`src/rtl/alu_mul_sequencer_if.sv`:
```
// Request/response handshake between the instruction control unit and alu_mul_sequencer.
interface alu_mul_sequencer_if;
    logic        start;
    logic [63:0] a_in;
    logic [63:0] b_in;
    logic        ready;
    logic        done;
    logic [63:0] product;
    logic        overflow;

    modport master (
        output start, a_in, b_in,
        input  ready, done, product, overflow
    );

    modport slave (
        input  start, a_in, b_in,
        output ready, done, product, overflow
    );
endinterface

```
`src/rtl/alu_mul_sequencer.sv`:
```
// Shift-and-add 64-bit unsigned multiplier controller driving an external combinational ALU.
// Optional sticky overflow detection is built when ALU_MUL_OVF_EN is defined.
module alu_mul_sequencer (
    input  logic                      clock,
    input  logic                      reset_n,
    alu_mul_sequencer_if.slave        bus,
    output logic [63:0]               alu_a,
    output logic [63:0]               alu_b,
    output logic [4:0]                alu_fs,
    input  logic [63:0]               alu_f,
    input  logic [3:0]                alu_status
);

    localparam logic [1:0] StIdle  = 2'd0;
    localparam logic [1:0] StAdd   = 2'd1;
    localparam logic [1:0] StShift = 2'd2;
    localparam logic [1:0] StDone  = 2'd3;

    localparam logic [4:0] FsAdd   = 5'b01000;
    localparam logic [4:0] FsShl   = 5'b10000;
    localparam logic [4:0] FsZero  = 5'b00000;

    logic [1:0]  state_q, state_d;
    logic [63:0] mcand_q, mcand_d;
    logic [63:0] mplier_q, mplier_d;
    logic [63:0] acc_q, acc_d;
    logic [63:0] product_q, product_d;
    logic [63:0] m1;
    logic        accept;
    logic        enter_done;

    assign m1     = mplier_q >> 1;
    assign accept = (state_q == StIdle) && bus.start;

    // Product is loaded on the edge entering DONE so it is valid while done is high.
    assign enter_done = (accept && (bus.b_in == 64'd0)) ||
                        ((state_q == StShift) && (m1 == 64'd0));

    always_comb begin
        state_d   = state_q;
        mcand_d   = mcand_q;
        mplier_d  = mplier_q;
        acc_d     = acc_q;
        product_d = product_q;
        unique case (state_q)
            StIdle: begin
                if (bus.start) begin
                    mcand_d  = bus.a_in;
                    mplier_d = bus.b_in;
                    acc_d    = 64'd0;
                    if (bus.b_in == 64'd0) begin
                        state_d = StDone;
                    end else if (bus.b_in[0]) begin
                        state_d = StAdd;
                    end else begin
                        state_d = StShift;
                    end
                end
            end
            StAdd: begin
                acc_d   = alu_f;
                state_d = StShift;
            end
            StShift: begin
                mcand_d  = alu_f;
                mplier_d = m1;
                if (m1 == 64'd0) begin
                    state_d = StDone;
                end else if (m1[0]) begin
                    state_d = StAdd;
                end else begin
                    state_d = StShift;
                end
            end
            StDone: begin
                state_d = StIdle;
            end
            default: begin
                state_d = StIdle;
            end
        endcase
        if (enter_done) begin
            product_d = (state_q == StIdle) ? 64'd0 : acc_q;
        end
    end

    always_ff @(posedge clock or negedge reset_n) begin
        if (!reset_n) begin
            state_q   <= StIdle;
            mcand_q   <= 64'd0;
            mplier_q  <= 64'd0;
            acc_q     <= 64'd0;
            product_q <= 64'd0;
        end else begin
            state_q   <= state_d;
            mcand_q   <= mcand_d;
            mplier_q  <= mplier_d;
            acc_q     <= acc_d;
            product_q <= product_d;
        end
    end

`ifdef ALU_MUL_OVF_EN
    logic ovf_q, ovf_d;
    logic overflow_q, overflow_d;
    logic unused_status;

    assign unused_status = ^{alu_status[3], alu_status[1:0]};

    // A carry out of the accumulator or a bit shifted out of mcand that would still be
    // added later both mean the true product no longer fits in 64 bits.
    always_comb begin
        ovf_d      = ovf_q;
        overflow_d = overflow_q;
        if (accept) begin
            ovf_d = 1'b0;
        end
        if ((state_q == StAdd) && alu_status[2]) begin
            ovf_d = 1'b1;
        end
        if ((state_q == StShift) && mcand_q[63] && (m1 != 64'd0)) begin
            ovf_d = 1'b1;
        end
        if (enter_done) begin
            overflow_d = (state_q == StIdle) ? 1'b0 : ovf_q;
        end
    end

    always_ff @(posedge clock or negedge reset_n) begin
        if (!reset_n) begin
            ovf_q      <= 1'b0;
            overflow_q <= 1'b0;
        end else begin
            ovf_q      <= ovf_d;
            overflow_q <= overflow_d;
        end
    end

    assign bus.overflow = overflow_q;
`else
    logic unused_status;

    assign unused_status = ^alu_status;
    assign bus.overflow  = 1'b0;
`endif

    always_comb begin
        alu_a  = 64'd0;
        alu_b  = 64'd0;
        alu_fs = FsZero;
        unique case (state_q)
            StAdd: begin
                alu_a  = acc_q;
                alu_b  = mcand_q;
                alu_fs = FsAdd;
            end
            StShift: begin
                alu_a  = mcand_q;
                alu_b  = 64'd1;
                alu_fs = FsShl;
            end
            default: begin
                alu_a  = 64'd0;
                alu_b  = 64'd0;
                alu_fs = FsZero;
            end
        endcase
    end

    assign bus.ready   = (state_q == StIdle);
    assign bus.done    = (state_q == StDone);
    assign bus.product = product_q;

endmodule

```
`src/flat_wrapper.sv`:
```
// flat-port wrapper written by rule: the top's interface ports become plain ports
module alu_mul_sequencer_flat 
  (clock, reset_n, alu_a, alu_b, alu_fs, alu_f, alu_status, bus_start, bus_a_in, bus_b_in, bus_ready, bus_done, bus_product, bus_overflow);
  alu_mul_sequencer_if bus_i ();
  input  logic clock;
  input  logic reset_n;
  output logic [63:0] alu_a;
  output logic [63:0] alu_b;
  output logic [4:0] alu_fs;
  input  logic [63:0] alu_f;
  input  logic [3:0] alu_status;
  input wire logic [$bits(bus_i.start)-1:0] bus_start;
  input wire logic [$bits(bus_i.a_in)-1:0] bus_a_in;
  input wire logic [$bits(bus_i.b_in)-1:0] bus_b_in;
  output wire logic [$bits(bus_i.ready)-1:0] bus_ready;
  output wire logic [$bits(bus_i.done)-1:0] bus_done;
  output wire logic [$bits(bus_i.product)-1:0] bus_product;
  output wire logic [$bits(bus_i.overflow)-1:0] bus_overflow;
  assign bus_i.start = bus_start;
  assign bus_i.a_in = bus_a_in;
  assign bus_i.b_in = bus_b_in;
  assign bus_ready = bus_i.ready;
  assign bus_done = bus_i.done;
  assign bus_product = bus_i.product;
  assign bus_overflow = bus_i.overflow;
  alu_mul_sequencer u_core (.clock(clock), .reset_n(reset_n), .bus(bus_i), .alu_a(alu_a), .alu_b(alu_b), .alu_fs(alu_fs), .alu_f(alu_f), .alu_status(alu_status));
endmodule
```
`config.mk`:
```
export PLATFORM = sky130hd
export DESIGN_NAME = alu_mul_sequencer_flat
export DESIGN_NICKNAME = d
export VERILOG_FILES = /design/src/rtl/alu_mul_sequencer_if.sv /design/src/rtl/alu_mul_sequencer.sv /design/src/flat_wrapper.sv
export SDC_FILE = /design/constraint.sdc
export NUM_CORES = 1
export LEC_CHECK = 0
export ABC_AREA = 1
export CORE_MARGIN = 2
export CORE_UTILIZATION = 47
export DETAILED_ROUTE_END_ITERATION = 16
export GPL_TIMING_DRIVEN = 0
export PLACE_DENSITY = 0.84
export SYNTH_ARGS = -nofsm -noshare
export SYNTH_HDL_FRONTEND = slang
export SYNTH_SLANG_ARGS = --single-unit
```
`constraint.sdc`:
```
create_clock -name clock -period 2 [get_ports clock]
set_clock_uncertainty 0.15 [all_clocks]
set_input_delay 0.3 -clock clock [delete_from_list [all_inputs] [get_ports clock]]
set_output_delay 0.3 -clock clock [all_outputs]
set_load 0.03 [all_outputs]
```
==> flow_results.org, run 1 <==
** Clock tree
- Insertion delay of the later-clocked pin in the worst-skew pair :: 0.54 ns
- CTS tree :: done
- The clock passes through at most 3 buffers.
- Clock tree sinks :: 257
- Clock-pin slew was measured on the worst setup and hold paths at approximately 0.060 ns.
- In this run the number of H-tree levels came out at 1.
- Number of buffers created by CTS :: 27
- Root buffer selected by CTS :: sky130_fd_sc_hd__clkbuf_16

** Pwr
- Per report_power, the combinational group accounts for 62.2% of the total.
- For this design the total switching power over the nets is 17,050 uW.
- For this design the static power due to leakage is 0.009861 uW.
- Seq pwr share :: 23.2%
- The internal power of the cells totals 19,490 uW.
- Switching share of power :: approximately 47%
- Relative contribution of the clock network to total power :: 14.6%
- Dividing total power by cell area gives a power density of 1690 nW/um^2.
- Maximum ir drop on the vdd rail :: around 0.88 mV
- Total power of the final layout :: 36,540 uW

** STA
- Subtracting the final worst setup slack from the clock period gives 2.643 ns.
- Upper clock frequency limit :: 378.3 MHz
- The worst path uses 132.2% of the clock period.
- Setup slack on the critical path of the routed design comes to -0.6433 ns.
- Slew at the pin closest to its max-slew limit :: 0.6622 ns
- Headroom to the max-slew limit came out at between 50% and 60%.
- Setup repair after global routing could not meet its margin everywhere.
- Final slew viol count :: 0
- The final number of hold-violating endpoints came to 0.
- Setup violations remaining at the end of the flow were counted as ~170.

** Worst setup path
- Slack of the worst reg-to-reg path :: -0.11 ns
- Largest driver fanout on the critical path :: 5
- Data on the critical path arrives at its endpoint at 2.19 ns.
- The endpoint identified for the worst register-to-register timing path is u_core.mcand_q[16].
- Type of element capturing the critical path :: output pin
- Classification of the worst setup path :: register to output pin
- Worst endpoint required time :: 1.55 ns
- For the worst flop-to-flop path, the logic depth is 11.
- Kind of start point of the critical path :: register
- Reg2reg start :: u_core.state_q[1]

** Floorplanning
- After floorplanning, the core was divided into 60 placement rows.
- Standard cell core area :: between 20,000 and 30,000 um^2
- The floorplan step set the die width to between 150 and 200 um.
- Initial core utilization :: 47.68%
- During I/O placement, the number of pins put on the boundary was 399.
- Die height :: 168.9 um
- The die covers approximately 29,000 um^2.

** Placement
- The count of buffers added on input and output ports is 390.
- Placed wire-length estimate :: 35,740 um
- The congestion estimate from routability-driven global placement came to 0.9154.
- Timing analysis after detailed placement gives a worst setup slack of -1.220 ns.

** Detailed routing
- The routed layout has 14,724 vias.
- Iteration-0 DRC count of the detailed router :: 1,700
- Total Wirelength :: around 56,000 um
- Dividing the detail-routed via count by the number of cells gives 5.981.
- After detailed routing, the number of remaining DRC violations is 0.
- Antenna-violating nets left :: 0
- Detailed-routing iteration count for the pre-antenna-repair pass :: 6
- Routed WL per cell :: 22.75 um

** Final layout
- In the final layout, the share of cells above drive strength 1 is 27.72%.
- Final core utilization :: 80.65%
- The net count of the finished layout is approximately 2,300.
- Compared with the post-synthesis result, the final layout area differs by 69.16%.
- ANT cells :: 0

** Yosys
- Unique masters post-synth :: 22
- Among all flip-flop cells after synthesis, the most frequent one is sky130_fd_sc_hd__dfrtp_1.
- Area of the mapped netlist :: 12,780 um^2
- For this run, asynchronously set or reset flops after synthesis account for 100.0%.
- Total of flip-flops plus latches after synthesis :: 257
- Share of Yosys cell area claimed by the top area cell type :: 50.33%
- Area contributors post-synth :: sky130_fd_sc_hd__dfrtp_1 (50%), sky130_fd_sc_hd__nand2_1 (11%), sky130_fd_sc_hd__nor2_1 (8.0%)
- Cell type with the largest total area after synthesis :: sky130_fd_sc_hd__dfrtp_1
- Sequential element share of the synthesized area :: 50.33%
- The synthesized design contains 0 enable-type register cells.
- Warnings from Yosys :: 0
- Counting every instance in the synthesized netlist gives between 1,500 and 2,000.
- A synthesized cell averages 7.858 um^2.
- Sorting the synthesized cells by how often they occur yields sky130_fd_sc_hd__nand2_1 (370), sky130_fd_sc_hd__nor2_1 (272), sky130_fd_sc_hd__dfrtp_1 (257), sky130_fd_sc_hd__nand3_1 (172), sky130_fd_sc_hd__inv_1 (136).
- The most common cell in the synthesized netlist is sky130_fd_sc_hd__nand2_1.

** GRT
- The first global-routing pass estimated 79,340 um of wire.
- The number of antenna violations at the first check in global routing was 0.
- The number of global-route vias before repair came to 14,310.
- Combined global-route utilization of all metal layers :: 35.87%
- Entering global routing, the biggest net connects 120 pins.
- Global routing finished with a remaining overflow of 0.

** Job
- Max cap viols :: 0

** Worst hold path
- The path class of the tightest hold or removal check is input port to asynchronous set/reset pin.

** Outcome
- The checks that failed: negative setup slack.
- The flow ran to the end, but the final reports show violations.
-- layout by cell type, fill, tap and decap left out, types with 4 or more instances in the layout --
cell,n
sky130_fd_sc_hd__buf_4,33
sky130_fd_sc_hd__o22ai_4,64
sky130_fd_sc_hd__nand2_1,364
sky130_fd_sc_hd__nor2_2,29
sky130_fd_sc_hd__nand3_1,172
sky130_fd_sc_hd__clkbuf_16,49
sky130_fd_sc_hd__nand3_2,21
sky130_fd_sc_hd__clkbuf_2,34
sky130_fd_sc_hd__buf_8,22
sky130_fd_sc_hd__buf_2,11
sky130_fd_sc_hd__buf_12,17
sky130_fd_sc_hd__a31oi_1,96
sky130_fd_sc_hd__buf_6,154
sky130_fd_sc_hd__clkdlybuf4s50_1,193
sky130_fd_sc_hd__dlygate4sd2_1,64
sky130_fd_sc_hd__dfrtp_1,256
sky130_fd_sc_hd__bufinv_16,4
sky130_fd_sc_hd__clkbuf_4,8
sky130_fd_sc_hd__a31oi_2,16
sky130_fd_sc_hd__a31oi_4,14
sky130_fd_sc_hd__nor2_4,75
sky130_fd_sc_hd__inv_1,134
sky130_fd_sc_hd__o21ai_0,66
sky130_fd_sc_hd__buf_16,7
sky130_fd_sc_hd__clkbuf_1,8
sky130_fd_sc_hd__nor2_1,171
sky130_fd_sc_hd__conb_1,4
sky130_fd_sc_hd__clkbuf_8,10
-- kinds of logic after synthesis --
group | count (synthesis) | share of synthesized area [%]
AO/OA/AOI/OAI | 260 | 12.04
adder cells (fa/ha/maj) | 4 | 0.3917
buffers and inverters | 263 | 9.567
flip-flops | 257 | 50.33
other | 1 | 0.02935
AND/OR/NAND/NOR | 841 | 27.63
-- state kept, by name, indices dropped and copies added, names as in the netlist --
| name | cells |
|---|---|
| u_core.mplier_q | 63 |
| u_core.mcand_q | 64 |
| u_core.bus.product | 64 |
| u_core.acc_q | 64 |
| u_core.state_q | 2 |
-- power groups by stage --
stage | Combinational [uW] | Sequential (uW) | Clock (uW)
4_1_cts | 19600 | 8210 | 5310
5_1_grt | 23800 | 8590 | 5510
3_3_place_gp | 16400 | 8190 | 0
6_report | 22700 | 8460 | 5350
2_1_floorplan | 11500 | 7950 | 0
3_5_place_dp | 16800 | 8290 | 0
-- timing repair --
item                                    in CTS  in global routing
endpoints found under the setup margin     443                374
resized for setup                         1110                233
gates cloned                                14                  7
setup buffers                               18                 22
hold endpoints to repair                   257                  0
hold buffers                                 1                  0
pin swaps                                    3                 15
-- critical path: stages (launching register included) --
cell                      delay (ns)
sky130_fd_sc_hd__dfrtp_1        0.40
sky130_fd_sc_hd__inv_2          0.12
sky130_fd_sc_hd__ha_4           0.19
sky130_fd_sc_hd__buf_12         0.12
sky130_fd_sc_hd__nand2_8        0.06
sky130_fd_sc_hd__buf_12         0.15
sky130_fd_sc_hd__buf_12         0.13
sky130_fd_sc_hd__buf_16         0.14
sky130_fd_sc_hd__o22ai_4        0.16
sky130_fd_sc_hd__buf_6          0.16
-- per-stage QoR --
| step | hold slack (ns) | setup TNS, ns | cells | cell area [um^2] |
|---|---|---|---|---|
| floorplan | -0.1456 | -4.793 | 1629 | 14100 |
| global placement | 0.3212 | -2888.16 | 2360 | 18430 |
| detailed placement | 0.007707 | -253.39 | 2362 | 18490 |
| CTS | 0.05332 | -66.16 | 2438 | 20530 |
| global route | 0.06326 | -75.26 | 2462 | 21610 |
| finish | 0.04774 | -68.34 | 2462 | 21610 |
-- worst max-delay path by stage --
| stage | startpoint | end | depth (start not counted) |
|---|---|---|---|
| final | u_core.state_q[0] | alu_a[61] | 9 |
| after global routing | u_core.state_q[0] | alu_a[61] | 9 |
| after CTS | u_core.state_q[1] | alu_a[33] | 8 |
| after detailed placement | u_core.state_q[1] | alu_a[29] | 7 |
| after global placement | reset_n | u_core.mplier_q[16] | 1 |
| after floorplan | u_core.state_q[0] | alu_a[4] | 6 |
-- layer usage --
metal	global-route usage [%]	vias up	routed length, um
li1	-	6309	-
met1	43.06	7096	19680
met2	60.76	1055	27330
met3	7.505	264	5205
met4	19.23	0	3792
met5	0	-	0
-- layout make-up --
cell class,count,area (um^2)
plain buffers,122,1358
clock buffers,38,787.0
clock inverters,7,135.1
fillers,1550,5186
inverters,137,521.8
multi-input cells,1109,7072
flip-flops and latches,257,6432
well taps,341,426.7
repair buffers,451,4882
Power figures use the tool's default switching activity.
==> run 2, diff against run 1 <==
- SLEW_MARGIN: unset -> 20
==> flow_results.org, run 2 (same netlist as run 1, synthesis figures left out) <==
** Worst setup path
- The worst setup path is launched from a register.
- Classification of the worst setup path :: register to output pin
- Reg2reg start :: u_core.state_q[1]
- The setup slack of the worst register-to-register path came to -0.05 ns (+0.06 ns).
- Type of element capturing the critical path :: output pin
- The required time reported for the critical path endpoint is 1.55 ns (about the same).
- The top fanout value on the critical path is 10 (+5).
- The worst register-to-register path ends at u_core.mcand_q[17].
- The data arrival time of the worst path was 2.08 ns (-0.11 ns).
- The depth of the worst register-to-register path was 9 (-2).

** Pwr
- Maximum ir drop on the vdd rail :: 0.7753 mV (-11%)
- The clock share of power was 15.1% (+0.5 points).
- The reported leakage power was 0.009755 uW (-1.1%).
- Net load switching power :: 16,010 uW (-6.1%)
- The fraction of power spent switching nets was 46.77% (+0.12 points).
- The power per standard cell area is 1607 nW/um^2 (-4.9%).
- Seq pwr share :: 24.3% (+1.1 points)
- The internal power was 18,220 uW (-6.5%).
- Total power of the final layout :: 34,230 uW (-6.3%)
- The combinational power share came to 60.6% (-1.6 points).

** Worst hold path
- The min-delay analysis places its worst path in the category input port to register.
- Hold-critical path endpoint :: u_core.mcand_q[15]
- The worst hold path was traced through 3 stages.
- The startpoint identified for the worst hold timing path is bus_a_in[15].

** GRT
- GR Util met3 :: 6.032% (-1.5 points)
- The global routing stage identified its most utilized layer as met2.
- Antenna violations before repair :: 0 (unchanged)
- The wire length of the first global-routing pass was 77,700 um (-2.1%).
- GRT overflow :: 0 (unchanged)
- The number of global-route vias before repair came to 14,073 (-1.7%).
- The global-route met1 utilization came to 43.16% (+0.094 points).
- The global routing met2 resource utilization was 59.37% (-1.4 points).
- The total routing usage reported by global routing is 35.03% (-0.84 points).
- Pin count of the biggest net entering global routing :: 99 (-18%)

** Clock tree
- The maximum buffer depth of the clock tree came to 3 (unchanged).
- The number of H-tree levels is 1 (unchanged).
- The tree is rooted in a sky130_fd_sc_hd__clkbuf_16.
- The clock latency at the later pin of the worst-skew pair was 0.53 ns (about the same).
- The register clock-pin slew on the reported worst setup and hold paths was 0.07 ns (about the same).
- CTS tree :: done
- Clock tree sinks :: 257 (unchanged)
- The number of buffers created by CTS is 27 (unchanged).

** STA
- The worst setup margin is -0.5331 ns (+0.1101 ns).
- Unrepaired setup endpoints after global routing :: yes
- Slew at the pin closest to its max-slew limit :: 0.7529 ns (+0.09068 ns)
- The final number of hold-violating endpoints was 0 (unchanged).
- The number of setup violations in the final report is 145 (-13%).
- The worst-case headroom to the max-slew limit was 49.81% (-6.0 points).
- The maximum clock frequency is 394.8 MHz (+4.3%).
- Period utilization :: 126.7% (-5.5 points)
- Final slew viol count :: 0 (unchanged)
- Final critical delay including setup and external delays :: 2.533 ns (-0.1101 ns)

** Outcome
- The final reports fail on negative setup slack.
- Result of the run :: finished, violations left

** Detailed routing
- Via count of the routed design :: 14,458 (-1.8%)
- Detailed-routing iteration count for the pre-antenna-repair pass :: 6 (unchanged)
- Total Wirelength :: 53,370 um (-4.7%)
- The post-detailed-route wirelength per cell came to 21.78 um (-4.3%).
- The mean number of vias per cell is 5.899 (-1.4%).
- The number of DRC violations after detailed-routing iteration 0 was 1,389 (-18%).
- The remaining antenna violation count after routing was 0 (unchanged).
- Number of DRC violations after detailed routing :: 0 (unchanged)

** Floorplanning
- Initial core utilization :: 47.68% (unchanged)
- # IOs :: 399 (unchanged)
- The die height came to 168.9 um (unchanged).
- The area of the placeable core was 26,800 um^2 (unchanged).
- Number of placement rows :: 60 (unchanged)
- Die outline area :: 28,520 um^2 (unchanged)
- The die span in x was 168.9 um (unchanged).

** Final layout
- The diode insertion count for antenna repair was 0 (unchanged).
- Final layout net count :: 2,297 (-0.48%)
- The total of fill cells in the finished design is 1,629 (+5.1%).
- In the layout the commonest cells are sky130_fd_sc_hd__nand2_1 (362), sky130_fd_sc_hd__dfrtp_1 (256), sky130_fd_sc_hd__clkdlybuf4s50_1 (193).
- Layout overhead on the synthesized area :: 66.65%
- Share of layout cells above drive strength 1 :: 27.77% (+0.050 points)
- Leading cell type in the layout, fill and taps excluded :: sky130_fd_sc_hd__nand2_1

** Placement
- Port Buffer Count :: 390 (unchanged)
- The final weighted congestion of routability-driven global placement is 0.9154 (unchanged).
- Setup Slack @ Placement :: -1.191 ns (+0.02883 ns)
- Placed wire-length estimate :: 35,540 um (-0.54%)

** Job
- Max cap viols :: 0 (unchanged)
-- run 2: per-stage QoR --
step                      cells  area (um^2)  setup TNS (ns)  hold WS [ns]  utilization [%]
final                      2451        21290          -59.72        0.1904            79.45
after global routing       2451        21290          -73.49        0.2042            79.45
after CTS                  2429        20280          -60.38        0.1844            75.68
after detailed placement   2362        18490         -249.42        0.2240            69.01
after global placement     2360        18430        -2888.16        0.3212            68.78
after floorplan            1629        14100          -4.793       -0.1456                -
-- run 2: what timing repair did --
item / 4_1_cts / 5_1_grt
endpoints found under the setup margin: 444 / 366
hold buffers: 1 / 0
pin swaps: 6 / 41
buffers inserted: 11 / 15
gates cloned: 10 / 9
gates resized for setup: 1087 / 227
endpoints found under the hold margin: 92 / 0
-- run 2: worst max path at each step --
stage / slack [ns] / start / endpoint / cells after the start
3_3_place_gp: -10.38 / reset_n / u_core.mplier_q[16] / 1
3_5_place_dp: -1.19 / u_core.state_q[1] / alu_a[33] / 7
5_1_grt: -0.57 / u_core.state_q[1] / alu_a[17] / 7
2_1_floorplan: -0.07 / u_core.state_q[0] / alu_a[4] / 6
4_1_cts: -0.54 / u_core.state_q[1] / alu_a[27] / 8
6_report: -0.53 / u_core.state_q[1] / alu_a[51] / 7
-- run 2: final cells by class --
type / count / area, um^2 / share of cell area (%)
multi-input cells: 1110 / 7039 / 33.06
flip-flops and latches: 257 / 6432 / 30.21
repair buffers: 437 / 4604 / 21.62
plain buffers: 124 / 1379 / 6.475
clock buffers: 38 / 777.0 / 3.649
inverters: 137 / 521.8 / 2.450
well taps: 341 / 426.7 / 2.004
clock inverters: 7 / 112.6 / 0.5289
-- run 2: worst max-delay path, cell delays in order (launching register included) --
cell	delay (ns)
sky130_fd_sc_hd__dfrtp_2	0.38
sky130_fd_sc_hd__inv_2	0.07
sky130_fd_sc_hd__ha_4	0.31
sky130_fd_sc_hd__nand2_8	0.08
sky130_fd_sc_hd__clkbuf_16	0.19
sky130_fd_sc_hd__clkbuf_16	0.21
sky130_fd_sc_hd__o22ai_4	0.15
sky130_fd_sc_hd__buf_6	0.16
-- run 2: routing by layer --
layer,part of all wire [%],vias up
met5,0,-
met4,6.2,0
met3,8.5,213
met2,49,936
met1,36,7027
li1,-,6282
-- run 2: power groups by stage --
stage               Sequential (uW)  Clock, uW  Combinational, uW
floorplan                      7950          0              11500
global route                   8470       5350              21900
CTS                            8210       5150              19100
finish                         8320       5160              20700
detailed placement             8280          0              16800
global placement               8190          0              16400
==> run 3, diff against run 2 <==
--- a/config.mk
+++ b/config.mk
@@ -7,4 +7,5 @@
 export LEC_CHECK = 0
 export ABC_AREA = 1
+export CAP_MARGIN = 20
 export CORE_MARGIN = 2
 export CORE_UTILIZATION = 47
@@ -16,2 +17,3 @@
 export SYNTH_HDL_FRONTEND = slang
 export SYNTH_SLANG_ARGS = --single-unit
+export TNS_END_PERCENT = 10
--- a/constraint.sdc
+++ b/constraint.sdc
@@ -3,3 +3,3 @@
 set_input_delay 0.3 -clock clock [delete_from_list [all_inputs] [get_ports clock]]
 set_output_delay 0.3 -clock clock [all_outputs]
-set_load 0.03 [all_outputs]
+set_load 0.005 [all_outputs]
==> flow_results.org, run 3 (same netlist as run 1, synthesis figures left out) <==
** Outcome
- The flow ran to the end, but the final reports show violations.
- Violations in the final reports :: negative setup slack

** Floorplanning
- Die height :: 168.9 um (unchanged)
- The placement row count came to 60 (unchanged).
- The die span in x came to 168.9 um (unchanged).
- Standard cell core area :: 26,800 um^2 (unchanged)
- The initial standard-cell utilization of the core came to 47.68% (unchanged).
- The die footprint was 28,520 um^2 (unchanged).
- The number of placed I/O pins was 399 (unchanged).

** STA
- The count of pins over their slew limit was 0 (unchanged).
- Final Worst Setup Slack :: -0.6107 ns (-0.07762 ns)
- Upper clock frequency limit :: 383.0 MHz (-3.0%)
- The worst-case headroom to the max-slew limit came to 56.96% (+7.2 points).
- The summed negative setup slack over all endpoints is -72.68 ns (-12.96 ns).
- Period utilization :: 130.5% (+3.9 points)
- Slew at the pin closest to its max-slew limit :: 0.6456 ns (-0.1073 ns)
- Final critical delay including setup and external delays :: 2.611 ns (+0.07762 ns)
- Endpoints failing setup :: 182 (+26%)
- Setup repair after global routing could not meet its margin everywhere.
- The final number of hold-violating endpoints was 0 (unchanged).

** Clock tree
- The number of buffers created by CTS came to 27 (unchanged).
- The number of H-tree levels came to 1 (unchanged).
- TritonCTS built the clock tree.
- The maximum buffer depth of the clock tree came to 3 (unchanged).
- The clock latency at the later pin of the worst-skew pair came to 0.53 ns (about the same).
- Clock transition at the registers of the reported paths :: 0.06 ns (about the same)
- Clock tree sinks :: 257 (unchanged)
- Root buffer selected by CTS :: sky130_fd_sc_hd__clkbuf_16

** Worst setup path
- Worst endpoint required time :: 1.55 ns (about the same)
- The worst setup path is of the register to output pin kind.
- Reg2reg start :: u_core.state_q[0]
- The most critical setup path has its startpoint at u_core.state_q[0].
- The worst setup path is launched from a register.
- The data arrival time of the worst path was 2.16 ns (+0.08 ns).
- The top fanout value on the critical path was 5 (-5).
- The depth of the worst register-to-register path came to 7 (-2).
- STA classifies the critical path endpoint as an output pin.

** Detailed routing
- The total wire length came to 49,910 um (-6.5%).
- The number of remaining DRC errors is 0 (unchanged).
- The via total after detailed routing is 13,999 (-3.2%).
- The number of search-and-repair iterations in the first detailed-routing pass was 6 (unchanged).
- Vias per inst :: 5.747 (-2.6%)
- Antenna-violating nets left :: 0 (unchanged)
- Routed WL per cell :: 20.49 um (-5.9%)
- The number of DRC violations after detailed-routing iteration 0 was 1,390 (+0.072%).

** GRT
- The number of global-route vias before repair was 13,548 (-3.7%).
- Antenna violations before repair :: 0 (unchanged)
- The maximum number of pins on one net before global-route repair was 101 (+2.0%).
- Combined global-route utilization of all metal layers :: 33.26% (-1.8 points)
- Global-route wire length before repair :: 74,260 um (-4.4%)
- The total congestion overflow after global routing is 0 (unchanged).

** Placement
- Setup Slack @ Placement :: -1.608 ns (-0.4170 ns)
- The final weighted congestion of routability-driven global placement came to 0.9024 (-1.4%).
- The HPWL after detailed placement was 33,750 um (-5.1%).
- Port Buffer Count :: 390 (unchanged)

** Final layout
- Commonest non-fill, non-tap cells in the layout :: sky130_fd_sc_hd__nand2_1 (364), sky130_fd_sc_hd__clkdlybuf4s50_1 (257), sky130_fd_sc_hd__dfrtp_1 (254)
- Relative to the synthesized area, the layout overhead comes to 50.93%.
- ANT cells :: 0 (unchanged)
- The fraction of layout instances using a drive strength above 1 is 22.29% (-5.5 points).
- The fraction of the core area covered by cells at the end of the flow was 71.96% (-7.5 points).
- Leading cell type in the layout, fill and taps excluded :: sky130_fd_sc_hd__nand2_1
- The total number of nets in the final design is 2,284 (-0.57%).

** Pwr
- Cell leakage power :: 0.009057 uW (-7.2%)
- The power per standard cell area was 1471 nW/um^2 (-8.5%).
- The worst IR drop on VDD came to 0.6819 mV (-12%).

** Job
- The number of maximum-capacitance violations was 0 (unchanged).

** Worst hold path
- Hold crit path type :: input port to register
- The number of stages on the worst hold path came to 3 (unchanged).
- The worst hold path begins at bus_a_in[4].
-- run 3: cell type report --
| cell class | count | area, um^2 |
|---|---|---|
| Fill cell | 1927 | 7516 |
| Clock buffer | 40 | 784.5 |
| Buffer | 126 | 1209 |
| Timing Repair Buffer | 423 | 3824 |
| Clock inverter | 3 | 42.54 |
| Tap cell | 341 | 426.7 |
| Multi-Input combinational cell | 1109 | 6045 |
| Sequential cell | 257 | 6435 |
| Inverter | 137 | 519.2 |
-- run 3: stage by stage --
step / cell area [um^2] / cells / power, uW / hold WS [ns]
floorplan: 12790 / 1629 / 14860 / -0.1456
CTS: 18900 / 2431 / 27040 / 0.1785
detailed placement: 17180 / 2362 / 20360 / 0.1907
global route: 19280 / 2436 / 29800 / 0.2082
finish: 19280 / 2436 / 28370 / 0.1886
global placement: 17120 / 2360 / 19980 / 0.3252
-- run 3: critical path, cell delays in order (launching register included) --
cell and delay, ns:
sky130_fd_sc_hd__dfrtp_2 0.45, sky130_fd_sc_hd__inv_2 0.12, sky130_fd_sc_hd__ha_4 0.17, sky130_fd_sc_hd__buf_12 0.10, sky130_fd_sc_hd__nand2_4 0.06, sky130_fd_sc_hd__bufbuf_16 0.28, sky130_fd_sc_hd__o22ai_2 0.20, sky130_fd_sc_hd__clkdlybuf4s15_2 0.24
-- run 3: per-layer routing --
metal	track usage [%]	vias to the layer above	wire (um)
met5	0	-	0
met4	14.99	0	2282
li1	-	6239	-
met3	6.266	172	4673
met2	56.63	900	24160
met1	41.30	6688	18800
-- run 3: report_power, final --
part | switching (uW) | internal (uW) | total (uW)
combinational | 9200 | 6060 | 15300
sequential | 1190 | 7080 | 8270
clock | 2030 | 2800 | 4840
-- run 3: worst paths after layout --
kind	to	slack (ns)
worst max-delay path	alu_a[0]	-0.61
worst min-delay path	u_core.mcand_q[4]	0.19
worst max register to register	u_core.acc_q[50]	-0.30
worst min register to register	u_core.bus.product[24]	0.35
max in group asynchronous	u_core.acc_q[17]	0.53
min in group asynchronous	u_core.mplier_q[21]	0.22
-- run 3: repair_timing --
action	in CTS	in global routing
pin swaps	5	5
gates resized for setup	757	132
endpoints found under the setup margin	379	383
gates cloned	4	4
setup buffers	21	1
hold endpoints to repair	80	0
hold buffers	1	0
